### src/rtl/ssd_pkg.sv
// Shared types and the hex-to-seven-segment decoder for PmodSSD drivers.
package ssd_pkg;

    typedef logic [6:0] t_ssd_seg;

    localparam t_ssd_seg SEG_BLANK = 7'h00;

    // Hex nibble to segments a..g (bit0 = a), active-high.
    function automatic t_ssd_seg hex_to_ssd(input logic [3:0] hex);
        t_ssd_seg seg;
        case (hex)
            4'h0:    seg = 7'h3F;
            4'h1:    seg = 7'h06;
            4'h2:    seg = 7'h5B;
            4'h3:    seg = 7'h4F;
            4'h4:    seg = 7'h66;
            4'h5:    seg = 7'h6D;
            4'h6:    seg = 7'h7D;
            4'h7:    seg = 7'h07;
            4'h8:    seg = 7'h7F;
            4'h9:    seg = 7'h67;
            4'hA:    seg = 7'h77;
            4'hB:    seg = 7'h7C;
            4'hC:    seg = 7'h39;
            4'hD:    seg = 7'h5E;
            4'hE:    seg = 7'h79;
            4'hF:    seg = 7'h71;
            default: seg = SEG_BLANK;
        endcase
        return seg;
    endfunction

endpackage

### src/rtl/ssd_refresh_tick.sv
// Free-running divider producing a one-cycle tick every DIVISOR cycles.
// The tick is high while the counter sits at DIVISOR-1.
module ssd_refresh_tick #(
    parameter int unsigned DIVISOR = 200000
) (
    input  logic i_clk_20mhz,
    input  logic i_rst_20mhz,
    output logic o_tick
);

    localparam int unsigned CW = (DIVISOR > 1) ? $clog2(DIVISOR) : 1;
    localparam logic [CW-1:0] CNT_LAST = CW'(DIVISOR - 1);
    localparam logic [CW-1:0] CNT_ONE  = CW'(1);

    generate
        if (DIVISOR < 2) begin : g_bad_divisor
            $error("ssd_refresh_tick: DIVISOR must be at least 2");
        end
    endgenerate

    logic [CW-1:0] cnt_q;
    logic [CW-1:0] cnt_d;
    logic          tick_s;

    // Next count: wrap to zero after the tick cycle.
    always_comb begin
        tick_s = (cnt_q == CNT_LAST);
        if (tick_s) begin
            cnt_d = '0;
        end else begin
            cnt_d = cnt_q + CNT_ONE;
        end
    end

    // Counter register with synchronous reset.
    always_ff @(posedge i_clk_20mhz) begin
        if (i_rst_20mhz) begin
            cnt_q <= '0;
        end else begin
            cnt_q <= cnt_d;
        end
    end

    assign o_tick = tick_s;

endmodule

### src/rtl/multi_pmod_ssd_display.sv
// Multi-device PmodSSD driver on a single clock with a refresh tick enable.
// Values are captured into a pending register and committed only at a frame
// boundary (select going 1->0), so a display never mixes nibbles of two loads.
// Optional feature macro: SSD_DIMMING_EN (adds i_brightness and a PWM stage).
module multi_pmod_ssd_display
    import ssd_pkg::*;
#(
    parameter int unsigned NUM_SSD    = 2,
    parameter int unsigned CLK_HZ     = 20000000,
    parameter int unsigned REFRESH_HZ = 100,
    parameter bit          LZ_BLANK   = 1'b0
) (
    input  logic                 i_clk_20mhz,
    input  logic                 i_rst_20mhz,
    input  logic [8*NUM_SSD-1:0] i_value,
    input  logic                 i_load,
    input  logic [NUM_SSD-1:0]   i_blank,
`ifdef SSD_DIMMING_EN
    input  logic [2:0]           i_brightness,
`endif
    output logic                 o_busy,
    output logic [8*NUM_SSD-1:0] o_ssd_pmod
);

    localparam int unsigned TICK_DIV = CLK_HZ / REFRESH_HZ;

    generate
        if (TICK_DIV < 2) begin : g_bad_tick_div
            $error("multi_pmod_ssd_display: CLK_HZ/REFRESH_HZ must be at least 2");
        end
        if ((NUM_SSD < 1) || (NUM_SSD > 8)) begin : g_bad_num_ssd
            $error("multi_pmod_ssd_display: NUM_SSD must be 1..8");
        end
    endgenerate

    logic                 tick_s;
    logic                 commit_s;
    logic                 sel_q,     sel_d;
    logic                 busy_q,    busy_d;
    logic [8*NUM_SSD-1:0] pending_q, pending_d;
    logic [8*NUM_SSD-1:0] active_q,  active_d;
    logic [8*NUM_SSD-1:0] pmod_q,    pmod_d;
    t_ssd_seg             dev_seg_s [NUM_SSD];

    ssd_refresh_tick #(
        .DIVISOR (TICK_DIV)
    ) u_tick (
        .i_clk_20mhz (i_clk_20mhz),
        .i_rst_20mhz (i_rst_20mhz),
        .o_tick      (tick_s)
    );

    // Select toggle, load capture and frame-boundary commit.
    always_comb begin
        sel_d     = sel_q;
        busy_d    = busy_q;
        pending_d = pending_q;
        active_d  = active_q;
        commit_s  = tick_s && sel_q && (busy_q || i_load);
        if (tick_s) begin
            sel_d = ~sel_q;
        end else begin
            sel_d = sel_q;
        end
        if (commit_s) begin
            // A load landing on the commit tick bypasses pending entirely.
            if (i_load) begin
                active_d = i_value;
            end else begin
                active_d = pending_q;
            end
            busy_d = 1'b0;
        end else if (i_load) begin
            pending_d = i_value;
            busy_d    = 1'b1;
        end else begin
            busy_d = busy_q;
        end
    end

    // Per-device segment pattern for the post-commit value and new select.
    genvar k;
    generate
        for (k = 0; k < NUM_SSD; k++) begin : g_dev
            always_comb begin
                if (sel_d) begin
                    dev_seg_s[k] = hex_to_ssd(active_d[8*k+4 +: 4]);
                end else begin
                    dev_seg_s[k] = hex_to_ssd(active_d[8*k +: 4]);
                end
                if (i_blank[k]) begin
                    dev_seg_s[k] = SEG_BLANK;
                end else if (LZ_BLANK && sel_d && (active_d[8*k+4 +: 4] == 4'h0)) begin
                    dev_seg_s[k] = SEG_BLANK;
                end else begin
                    dev_seg_s[k] = dev_seg_s[k];
                end
            end
        end
    endgenerate

    // Output bus only changes on tick; holds otherwise.
    always_comb begin
        pmod_d = pmod_q;
        for (int i = 0; i < NUM_SSD; i++) begin
            if (tick_s) begin
                pmod_d[8*i +: 8] = {sel_d, dev_seg_s[i]};
            end else begin
                pmod_d[8*i +: 8] = pmod_q[8*i +: 8];
            end
        end
    end

    // Control and display state registers.
    always_ff @(posedge i_clk_20mhz) begin
        if (i_rst_20mhz) begin
            sel_q     <= 1'b0;
            busy_q    <= 1'b0;
            pending_q <= '0;
            active_q  <= '0;
            pmod_q    <= '0;
        end else begin
            sel_q     <= sel_d;
            busy_q    <= busy_d;
            pending_q <= pending_d;
            active_q  <= active_d;
            pmod_q    <= pmod_d;
        end
    end

    assign o_busy = busy_q;

`ifdef SSD_DIMMING_EN
    logic [2:0]           phase_q, phase_d;
    logic                 gate_s;
    logic [8*NUM_SSD-1:0] dim_q,   dim_d;

    // PWM gate: segments enabled while phase is at or below brightness.
    always_comb begin
        phase_d = phase_q + 3'd1;
        gate_s  = (phase_q <= i_brightness);
        dim_d   = '0;
        for (int i = 0; i < NUM_SSD; i++) begin
            dim_d[8*i+7]  = pmod_q[8*i+7];
            dim_d[8*i +: 7] = pmod_q[8*i +: 7] & {7{gate_s}};
        end
    end

    // Phase counter and gated output stage.
    always_ff @(posedge i_clk_20mhz) begin
        if (i_rst_20mhz) begin
            phase_q <= 3'd0;
            dim_q   <= '0;
        end else begin
            phase_q <= phase_d;
            dim_q   <= dim_d;
        end
    end

    assign o_ssd_pmod = dim_q;
`else
    assign o_ssd_pmod = pmod_q;
`endif

endmodule

### config.mk
export PLATFORM = sky130hd
export DESIGN_NAME = multi_pmod_ssd_display
export DESIGN_NICKNAME = d
export VERILOG_FILES = /design/src/rtl/ssd_pkg.sv /design/src/rtl/ssd_refresh_tick.sv /design/src/rtl/multi_pmod_ssd_display.sv
export SDC_FILE = /design/constraint.sdc
export NUM_CORES = 1
export LEC_CHECK = 0
export ABC_AREA = 1
export ABC_CLOCK_PERIOD_IN_PS = 2800
export BUFFER_PORTS_ARGS = -buffer_cell sky130_fd_sc_hd__buf_2
export CAP_MARGIN = 25
export CORE_AREA = 2 2 89 91
export DETAILED_ROUTE_END_ITERATION = 8
export DIE_AREA = 0 0 91 93
export PLACE_DENSITY = 0.76
export SLEW_MARGIN = 40
export SYNTH_ARGS = -nofsm -noshare
export SYNTH_HDL_FRONTEND = slang
export SYNTH_SLANG_ARGS = --single-unit
### constraint.sdc
create_clock -name i_clk_20mhz -period 2.8 [get_ports i_clk_20mhz]
set_input_delay 0.28 -clock i_clk_20mhz [delete_from_list [all_inputs] [get_ports i_clk_20mhz]]
set_output_delay 0.28 -clock i_clk_20mhz [all_outputs]
set_load 0.01 [all_outputs]
# Word-level counts from Yosys, hierarchy flattened
# Memory sizes are Yosys's and may differ from the RTL's.
# Cells that the tools add are included.
# totals
output_inout_bits	17
register_bits	68
memories	4
input_bits	21
mem_bits_ro	448
elab_cells	25
# classes
bitwise	1
addsub	1
eq_ne	1
reduce_logical	5
muxes	7
# memory_table
memory	words	word_bits	read_ports	rd_clocked_by_memory_dff	wr	line_no	text
(no name shown)	16	7	1	0	0	ssd_pkg.sv:11	case (hex)
(no name shown)	16	7	1	0	0	ssd_pkg.sv:11	
(no name shown)	16	7	1	0	0	ssd_pkg.sv:11	
(no name shown)	16	7	1	0	0	ssd_pkg.sv:11	
# ops
operator	n
16-bit two-way mux	2
7-bit two-way mux	4
18-bit by 1-bit adder with 18-bit output (second input constant)	1
18-bit equality test (second input constant)	1
2-bit OR reduction	2
1-bit logical AND	2
1-bit logical OR	1
1-bit two-way mux	1
1-bit inverter	1

# Longest topological paths before layout
# Gate-level depths: netlist of run 1.
# An unclocked memory read counts as a cell.
# depth
ltp_word	7
depth_mapped	19
mapped_depth_nobuf	18

# Hierarchy
# A second synthesis of run 1 with hierarchy kept.
# hier_totals
cells_unflattened	651
area_unflattened_um2	4154.0
# modules_own_cells
module	area_per_inst_um2	instances	seq_area_each_um2	cells_per_inst
multi_pmod_ssd_display	3151.8	1	980.9	503
ssd_refresh_tick	1002.2	1	360.3	148

# Worst setup path after synthesis of run 1
# No wires, ideal clock.
# synth_timing
path_kind	reg-to-reg
startpoint	reg u_tick.cnt_q[0]
endpoint	reg pmod_q[3] (netlist: o_ssd_pmod[3])
n_path_buf	1
slack_ps	99
stages_incl_launch_ff	20
arrival_ps	2588
path_cell_list	dfxtp_1 -> ha_1 -> nand2_1 -> nor2_1 -> nand2_1 -> nor2_4 -> ha_1 -> inv_1 -> nor2_4 -> buf_4 -> nand2_1 -> o21ai_2 -> inv_1 -> ha_1 -> inv_1 -> nand2_1 -> nand3_1 -> nand3_1 -> nand3_1 -> nand2_1
# synth_via
elab_chain_cells	7
word_cells_on_any_way	9
cone_classes	1 x eq/ne; 4 x mux; 2 x reduce/logical; 2 x memory
# synth_lines
element	line_no	text
start: declaration	ssd_refresh_tick.sv:21	logic [CW-1:0] cnt_q;
start signal: assignment	ssd_refresh_tick.sv:40	cnt_q <= cnt_d;
18-bit equality test	ssd_refresh_tick.sv:27	tick_s = (cnt_q == CNT_LAST);
1-bit logical AND (2 in series)	multi_pmod_ssd_display.sv:59	commit_s = tick_s && sel_q && (busy_q || i_load);
16-bit two-way mux	multi_pmod_ssd_display.sv:65	if (commit_s) begin
named net active_d[4]	multi_pmod_ssd_display.sv:41	logic [8*NUM_SSD-1:0] active_q, active_d;
memory read 16 x 7 bit	--	
7-bit two-way mux	multi_pmod_ssd_display.sv:86	if (sel_d) begin
7-bit two-way mux	multi_pmod_ssd_display.sv:91	if (i_blank[k]) begin
end signal: assignment	multi_pmod_ssd_display.sv:127	pmod_q <= pmod_d;
end: declaration	multi_pmod_ssd_display.sv:42	logic [8*NUM_SSD-1:0] pmod_q, pmod_d;
# The timed path passes the listed nets, and every way through them passes these cells.
# A chain may end at the register's enable or synchronous reset.

# Worst setup path after layout of run 1
# Same ends and word-level chain as after synthesis.

==> results of run 1 <==
==> critical path, stage by stage (launching register included) <==
cell	delay (ns)
dfxtp_1	0.35
ha_1	0.17
nand2_1	0.09
nor2_2	0.13
nand2_1	0.11
nor2_4	0.16
ha_4	0.19
inv_1	0.07
nor2_4	0.14
nand2_1	0.08
nand2_1	0.17
inv_2	0.09
ha_1	0.31
inv_1	0.07
nand2_1	0.05
nand3_1	0.07
nand3_1	0.07
nand3_1	0.10
nand2_1	0.05
==> worst max path at each step <==
stage                          startpoint                     endpoint  slack [ns]  cells after the start
2_1_floorplan  u_tick.cnt_q[0]$_SDFF_PP0_   o_ssd_pmod[3]$_SDFFE_PP0N_         0.1                     19
3_3_place_gp   u_tick.cnt_q[1]$_SDFF_PP0_   o_ssd_pmod[9]$_SDFFE_PP0N_        0.06                     17
3_5_place_dp   u_tick.cnt_q[1]$_SDFF_PP0_   o_ssd_pmod[9]$_SDFFE_PP0N_      -0.002                     17
4_1_cts        u_tick.cnt_q[1]$_SDFF_PP0_   o_ssd_pmod[9]$_SDFFE_PP0N_       0.003                     14
5_1_grt        u_tick.cnt_q[0]$_SDFF_PP0_  o_ssd_pmod[11]$_SDFFE_PP0N_       -0.03                     18
6_report       u_tick.cnt_q[0]$_SDFF_PP0_   o_ssd_pmod[3]$_SDFFE_PP0N_        0.21                     18
==> registers in the layout (all words and copies together) (netlist names) <==
signal,flops
u_tick.cnt_q,18
active_q,16
pending_q,16
o_ssd_pmod,15
o_busy,1
sel_q,1
==> stage by stage <==
| stage | TNS [ns] | cells | util, % | power (mW) |
|---|---|---|---|---|
| final | 0 | 770 | 60.7 | 2.01 |
| after floorplan | 0 | 622 | - | 1.07 |
| after CTS | 0 | 766 | 59.6 | 2.03 |
| after detailed placement | -0.00242 | 750 | 56.5 | 1.11 |
| after global routing | -0.0266 | 770 | 60.7 | 2.10 |
| after global placement | 0 | 750 | 56.5 | 1.10 |
==> area by class of cell <==
type	instances	area (um^2)
clock buffer	12	155
timing repair buffer	48	272
sequential	67	1340
clock inverter	4	72.6
multi-input combinational	477	2370
inverter	60	225
tap	102	128
fill	757	2960
==> power breakdown <==
group          switching (mW)  internal, mW  leakage, nW
combinational          0.0689        0.0364         1.48
clock                   0.377         0.549        0.113
sequential             0.0122         0.971        0.545
total                   0.458          1.56         2.14
==> cells in the final DEF (no fill, tap or decap), types with 2 or more instances in the layout <==
master,Yosys,routed
inv_2,5,6
buf_4,4,10
nand2_2,4,7
ha_2,0,3
nor2_4,2,2
inv_1,55,54
a21oi_1,27,27
nand2_1,230,226
nand3_1,74,74
o21ai_2,7,11
a31oi_1,10,10
o21ai_0,22,22
bufinv_16,0,2
nand4_1,2,2
nor2_2,1,2
or2_2,6,6
xnor2_1,2,2
nor2_1,45,44
buf_2,6,37
o21ai_1,9,5
xor2_1,4,4
clkbuf_8,0,11
dfxtp_1,67,65
nor3_1,5,5
dfxtp_2,0,2
ha_1,22,18
==> what timing repair did <==
item | CTS | global route
cloned | 0 | 1
endpoints found under the setup margin | 3 | 14
resized for setup | 3 | 16
endpoints found under the hold margin | 0 | 0
setup buffers | 0 | 3
pin swaps | 0 | 4
==> kinds of logic after synthesis <==
family / after synthesis / share of synthesized area, %
and+or+nand+nor: 371 / 39.0
buffers and inverters: 79 / 8.05
adders and majority gates: 22 / 6.94
AOI/OAI and AO/OA: 77 / 10.8
xor gates and xnor gates: 6 / 1.33
DFF: 67 / 33.8
==> layer usage <==
metal	global-route usage, %	vias up	share of wire [%]
li1	-	2074	-
met1	27.5	1841	45
met2	42.0	79	50
met3	5.72	13	3.6
met4	7.07	0	1.4
met5	0	-	0
==> results.toml, run 1 <==
[logic_synthesis]
synth_edf_count = 0
synth_top_area_share_pct = 33.8
synthesis.nets = 665
synth_seq_cells = 67
synth_top_flop_cell = "dfxtp_1"
syn_avg_cell_area_um2 = 6.37
yosys-top-cells-area = "dfxtp_1 (34%), nand2_1 (22%), nand3_1 (9.3%)"
synth_cells = 622
ys_async_sr_fraction_pct = 0
mappedNetlistArea_um2 = 3960
synth_cell_types = 27
synth_largest_area_cell = "dfxtp_1"
synth_commonest_cells = "nand2_1 (230), nand3_1 (74), dfxtp_1 (67)"
ys_seq_area_share_pct = 33.8
yosysWarningCount = 0
synth.most_common_cell = "nand2_1"

[clocking]
cts_buffers = 9
tritoncts = "done"
hold_buffers = 0
worstSkewPairLatency_ns = 0.34
cts_root_buf = "clkbuf_8"
cts-htree-levels = 3
clock_sinks = 67
clkSlewWorstSetupHoldPaths_ns = 0.08
clk_path_buf_depth = 2

[drt]
antenna_left = 0
viasPerCell = 5.20
wl_per_cell_um = 12.4
drc = 0
drt_iter0_markers = 202
routed_wl_um = 9530
num_vias = 4007
firstDrtPassIters = 5

[timing]
slew_headroom_pct = 52.5
hold_viol = 0
period_needed_ns = 2.59
worstMarginPinSlew_ns = 0.712
slew_viol_final = 0
timing.fmax_ghz = 0.386
finalSetupViolations = 0
final.period_utilization_pct = 92.4
whs_ns = 0.217
fin_ws_ns = 0.212
worst_clock_skew_ns = 0.0104

[cells_and_area]
stdcell_area_um2 = 4570
n_antenna_cell = 0
syn_to_final_growth_pct = 15.2
nets = 706
layout-drive-gt1-share_pct = 15.7

[grt]
grt.overflow.total = 0
grt_pass1_vias = 3727
grt_pass1_wl_um = 16300
grt_max_degree = 28
antenna_found_initial = 0
grtUsageTotal_pct = 23.3

[critical_path]
worstRegToRegCells = 18
end_kind = "flop"
startpoint_type = "flop"
arrival_ns = 2.83
cp_max_fo = 5
critical_path_class = "flop to flop"
r2r_end = "o_ssd_pmod[3]$_SDFFE_PP0N_"
crit_required_ns = 3.04
reg2reg_from = "u_tick.cnt_q[0]$_SDFF_PP0_"
rrSetupSlack_ns = 0.21

[floorplan]
start_util_pct = 52.7
die_area_um2 = 8460
ios = 38
fp.dieW_um = 91
rows = 32
fp.dieH_um = 93
core_area_um2 = 7530

[power_and_ir_drop]
peakVddDrop_mv = 0.287
power.density_nw_per_um2 = 441
power_leakage_nw = 2.14

[run_status]
outcome = "finished clean"

[run]
drv_cap = 0

[place]
dp_slack_ns = -0.00242
place.gp.congestion = 0.947
dpl-instance-area_um2 = 4250
port-buffer-count = 37
dpl.hpwl_um = 6840

[hold_path]
min_from = "i_value[4]"
hold_path_end = "pending_q[4]$_SDFFE_PP0P_"
holdPathStages = 3
hold_class = "input port to flop"
(Power assumes the default switching activity.)
==> run 2: changes to the inputs <==
CELL_PAD_IN_SITES_DETAIL_PLACEMENT = 0   (was unset)
CELL_PAD_IN_SITES_GLOBAL_PLACEMENT = 1   (was unset)
CORE_AREA = 2 2 106 108   (was 2 2 89 91)
DIE_AREA = 0 0 108 110   (was 0 0 91 93)
==> results.toml, run 2 (same netlist as run 1, synthesis figures left out) <==
[run_status]
outcome = "finished clean"

[cells_and_area]
layoutNonFillerInstCount = 814
syn_to_final_growth_pct = 16.5
nets = 712
final_common_cell = "nand2_1"
largest_register = "u_tick.cnt_q"
n_antenna_cell = 0
largest_register_ffs = 18
layout-drive-gt1-share_pct = 16.2
final_cell_mix = "nand2_1 (226), nand3_1 (74), dfxtp_1 (66)"
largestRegisters = "u_tick.cnt_q (18), active_q (16), pending_q (16)"

[clocking]
clkSlewWorstSetupHoldPaths_ns = 0.07
cts_root_buf = "clkbuf_8"
cts_buffers = 9
worstSkewPairLatency_ns = 0.35
cts-htree-levels = 3
tritoncts = "done"
hold_buffers = 0
clk_path_buf_depth = 2
clock_sinks = 67

[grt]
grtUsageTotal_pct = 18.0
grt_max_degree = 27
grt.overflow.total = 0
grt_pass1_vias = 3790
grt_pass1_wl_um = 16900
antenna_found_initial = 0

[timing]
rsz0062_at_grt = "yes"
worstMarginPinSlew_ns = 0.632
finalSetupViolations = 0
slew_headroom_pct = 57.7
timing.fmax_ghz = 0.387
fin_ws_ns = 0.219
period_needed_ns = 2.58
worst_clock_skew_ns = 0.0104
hold_viol = 0
slew_viol_final = 0
final.period_utilization_pct = 92.2

[floorplan]
die_area_um2 = 11900
fp.dieH_um = 110
start_util_pct = 37.1
core_area_um2 = 10700
ios = 38
fp.dieW_um = 108
rows = 38

[power_and_ir_drop]
power_leakage_nw = 2.15
power.density_nw_per_um2 = 394
peakVddDrop_mv = 0.162

[place]
dpl.hpwl_um = 7420
dp_slack_ns = -0.00706
port-buffer-count = 37
dp.cells = 795
place.gp.congestion = 0.865

[critical_path]
reg2reg_from = "u_tick.cnt_q[0]$_SDFF_PP0_"
end_kind = "flop"
startpoint_type = "flop"
arrival_ns = 2.82
worstRegToRegCells = 17
critical_path_class = "flop to flop"
cp-startpoint = "u_tick.cnt_q[0]$_SDFF_PP0_"
crit_required_ns = 3.04
cp_max_fo = 22

[drt]
num_vias = 4045
viasPerCell = 4.97
drc = 0
antenna_left = 0
drt_iter0_markers = 221
firstDrtPassIters = 5
wl_per_cell_um = 12.3
routed_wl_um = 10000

[run]
drv_cap = 0

[hold_path]
holdPathStages = 3
min_from = "i_value[4]"
hold_class = "input port to flop"
[run 2: final cells by class]
type / count / area, um^2
Timing Repair Buffer: 55 / 328
Sequential cell: 67 / 1340
Tap cell: 140 / 175
Multi-Input combinational cell: 476 / 2370
Clock inverter: 2 / 10.0
Fill cell: 1154 / 6080
Inverter: 60 / 225
Clock buffer: 14 / 163
[run 2: worst max-delay path: stages, from the launching register on]
cell     delay [ns]
dfxtp_1        0.34
ha_1           0.17
nand2_1        0.09
nor2_2         0.14
nand2_1        0.11
nor2_4         0.14
ha_4           0.17
o21ai_4        0.18
nand2_1        0.17
o21ai_4        0.09
buf_4          0.17
ha_1           0.28
inv_1          0.08
nand2_1        0.05
nand3_1        0.07
nand3_1        0.08
nand3_1        0.11
nand2_1        0.04
[run 2: final timing paths]
| kind | endpoint | slack [ns] |
|---|---|---|
| worst max-delay path | o_ssd_pmod[3]$_SDFFE_PP0N_ | 0.22 |
| worst min-delay path | pending_q[4]$_SDFFE_PP0P_ | 0.22 |
| worst max register to register | o_ssd_pmod[3]$_SDFFE_PP0N_ | 0.22 |
| worst min register to register | o_ssd_pmod[6]$_SDFFE_PP0N_ | 0.45 |
[run 2: metal layers]
layer	vias to the layer above	track usage, %	share of wire, %
li1	2086	-	-
met1	1867	22.0	47
met2	76	31.7	48
met3	16	3.41	3.2
met4	0	6.23	1.5
met5	-	0	0
[run 2: repair_timing]
item | 4_1_cts | 5_1_grt
setup endpoints to repair | 2 | 14
endpoints found under the hold margin | 0 | 0
resized for setup | 1 | 19
pin swaps | 0 | 5
setup buffers | 0 | 3
[run 2: power breakdown]
part	internal (mW)	switching, mW	leakage, nW
clock	0.368	0.364	0.0905
sequential	0.971	0.0109	0.544
combinational	0.0367	0.0689	1.51
total	1.38	0.444	2.15
[run 2: metrics by stage]
| step | instance area, um^2 | setup TNS (ns) | hold slack [ns] | total power [mW] | util [%] |
|---|---|---|---|---|---|
| after global routing | 4620 | -0.0505 | 0.226 | 1.90 | 43.2 |
| after detailed placement | 4350 | -0.00706 | 0.437 | 1.11 | 40.7 |
| after floorplan | 3960 | 0 | 0.452 | 1.07 | - |
| final | 4620 | 0 | 0.222 | 1.82 | 43.2 |
| after CTS | 4530 | 0 | 0.207 | 1.84 | 42.3 |
| after global placement | 4350 | 0 | 0.436 | 1.11 | 40.7 |
==> run 3: changes to the inputs <==
ABC_CLOCK_PERIOD_IN_PS = 2960   (was 2800)
CORE_AREA = 2 2 101 103   (was 2 2 106 108)
DIE_AREA = 0 0 103 105   (was 0 0 108 110)
PLACE_DENSITY = 0.79   (was 0.76)
clock period = 2.96 ns   (was 2.8 ns; I/O delays follow)
==> results.toml, run 3 (same netlist as run 1, synthesis figures left out) <==
[critical_path]
reg2reg_from = "u_tick.cnt_q[1]$_SDFF_PP0_"
cp-startpoint = "u_tick.cnt_q[1]$_SDFF_PP0_"
end_kind = "flop"
crit_required_ns = 3.25
startpoint_type = "flop"
arrival_ns = 2.96
critical_path_class = "flop to flop"
cp_max_fo = 26
worstRegToRegCells = 15

[power_and_ir_drop]
power_leakage_nw = 2.14
power.density_nw_per_um2 = 396
peakVddDrop_mv = 0.206
power_mw = 1.82

[drt]
num_vias = 3931
drc = 0
wl_per_cell_um = 12.5
antenna_left = 0
firstDrtPassIters = 4
drt_iter0_markers = 193
routed_wl_um = 10100
viasPerCell = 4.90

[clocking]
cts-htree-levels = 3
clkSlewWorstSetupHoldPaths_ns = 0.08
hold_buffers = 0
tritoncts = "done"
cts_root_buf = "clkbuf_8"
worstSkewPairLatency_ns = 0.35
clock_sinks = 67
cts_buffers = 9
clk_path_buf_depth = 2

[timing]
timing.fmax_ghz = 0.375
period_needed_ns = 2.67
slew_viol_final = 0
hold_viol = 0
rsz0062_at_grt = "no"
finalSetupTns_ns = 0
worst_clock_skew_ns = 0.0132
slew_headroom_pct = 47.1
finalSetupViolations = 0
worstMarginPinSlew_ns = 0.792
final.period_utilization_pct = 90.2

[cells_and_area]
n_antenna_cell = 0
largest_register_ffs = 18
layout-drive-gt1-share_pct = 15.5
seq_area_um2 = 1340
largestRegisters = "u_tick.cnt_q (18), active_q (16), pending_q (16)"
final_common_cell = "nand2_1"
largest_register = "u_tick.cnt_q"
multi_input_comb_area_um2 = 2370
nets = 707
syn_to_final_growth_pct = 16.0
final_cell_mix = "nand2_1 (226), nand3_1 (74), dfxtp_1 (67)"
fillerInstances = 1078

[grt]
antenna_found_initial = 0
grtUsageTotal_pct = 19.9
grt.overflow.total = 0
grt_max_degree = 27
grt_pass1_wl_um = 17300
grt_pass1_vias = 3765

[place]
port-buffer-count = 37
dpl.hpwl_um = 7410
place.gp.congestion = 0.895

[hold_path]
hold_class = "input port to flop"
min_from = "i_value[4]"
holdPathStages = 3

[floorplan]
rows = 36
start_util_pct = 41.1
fp.dieW_um = 103
die_area_um2 = 10800
fp.dieH_um = 105
core_area_um2 = 9640
ios = 38

[run_status]
outcome = "finished clean"

[run]
drv_cap = 0
## run 3: changes by cell type in the layout (fill, tap and decap cells not counted), moves of 2 or more
cell	previous run	this run
buf_4	17	12
clkbuf_1	3	0
clkinv_4	0	2
ha_1	17	19
ha_2	4	2
## run 3: final timing paths
check | slack (ns) | endpoint
setup / recovery | 0.29 | o_ssd_pmod[6]$_SDFFE_PP0N_
setup reg to reg | 0.29 | o_ssd_pmod[6]$_SDFFE_PP0N_
hold / removal | 0.24 | pending_q[4]$_SDFFE_PP0P_
hold reg to reg | 0.45 | o_ssd_pmod[0]$_SDFFE_PP0N_
## run 3: timing repair
item                                    in CTS  in global routing
endpoints found under the setup margin       0                 14
buffers inserted                             0                  3
resized for setup                            0                 17
## run 3: final cells by class
cell class	count	area share [%]
Multi-Input combinational cell	476	51.7
Tap cell	133	3.62
Clock inverter	6	1.42
Clock buffer	10	2.99
Inverter	60	4.90
Sequential cell	67	29.2
Timing Repair Buffer	50	6.23
## run 3: worst max-delay path, cell delays in order, from the launching register on
cell	delay [ns]
dfxtp_1	0.36
ha_1	0.17
nand2_1	0.09
nor2_2	0.15
nand2_1	0.13
nor2_4	0.15
ha_4	0.17
o21ai_4	0.20
o21ai_4	0.31
inv_1	0.10
ha_1	0.22
nand2_1	0.12
nand3_1	0.09
nand2_1	0.12
nand3_1	0.14
nand2_1	0.09
## run 3: layer usage
layer | part of all wire [%] | track usage, % | wire (um)
met1 | 48 | 26.4 | 4840
met2 | 49 | 32.9 | 4930
met3 | 2.6 | 3.81 | 257
met4 | 0.25 | 4.61 | 25
met5 | 0 | 0 | 0
## run 3: power breakdown
part | switching [mW] | internal [mW] | leakage [nW] | total [mW]
clock | 0.378 | 0.412 | 0.102 | 0.790
sequential | 0.00997 | 0.918 | 0.544 | 0.928
combinational | 0.0672 | 0.0345 | 1.50 | 0.102
## run 3: metrics by stage
step	util (%)	hold slack, ns	instances	area [um^2]	setup slack [ns]
2_1_floorplan	-	0.452	622	3960	0.259
3_3_place_gp	44.7	0.435	783	4300	0.152
3_5_place_dp	44.7	0.435	783	4300	0.0732
4_1_cts	46.8	0.222	799	4510	0.0496
5_1_grt	47.7	0.230	802	4600	0.00121
6_report	47.7	0.237	802	4600	0.290
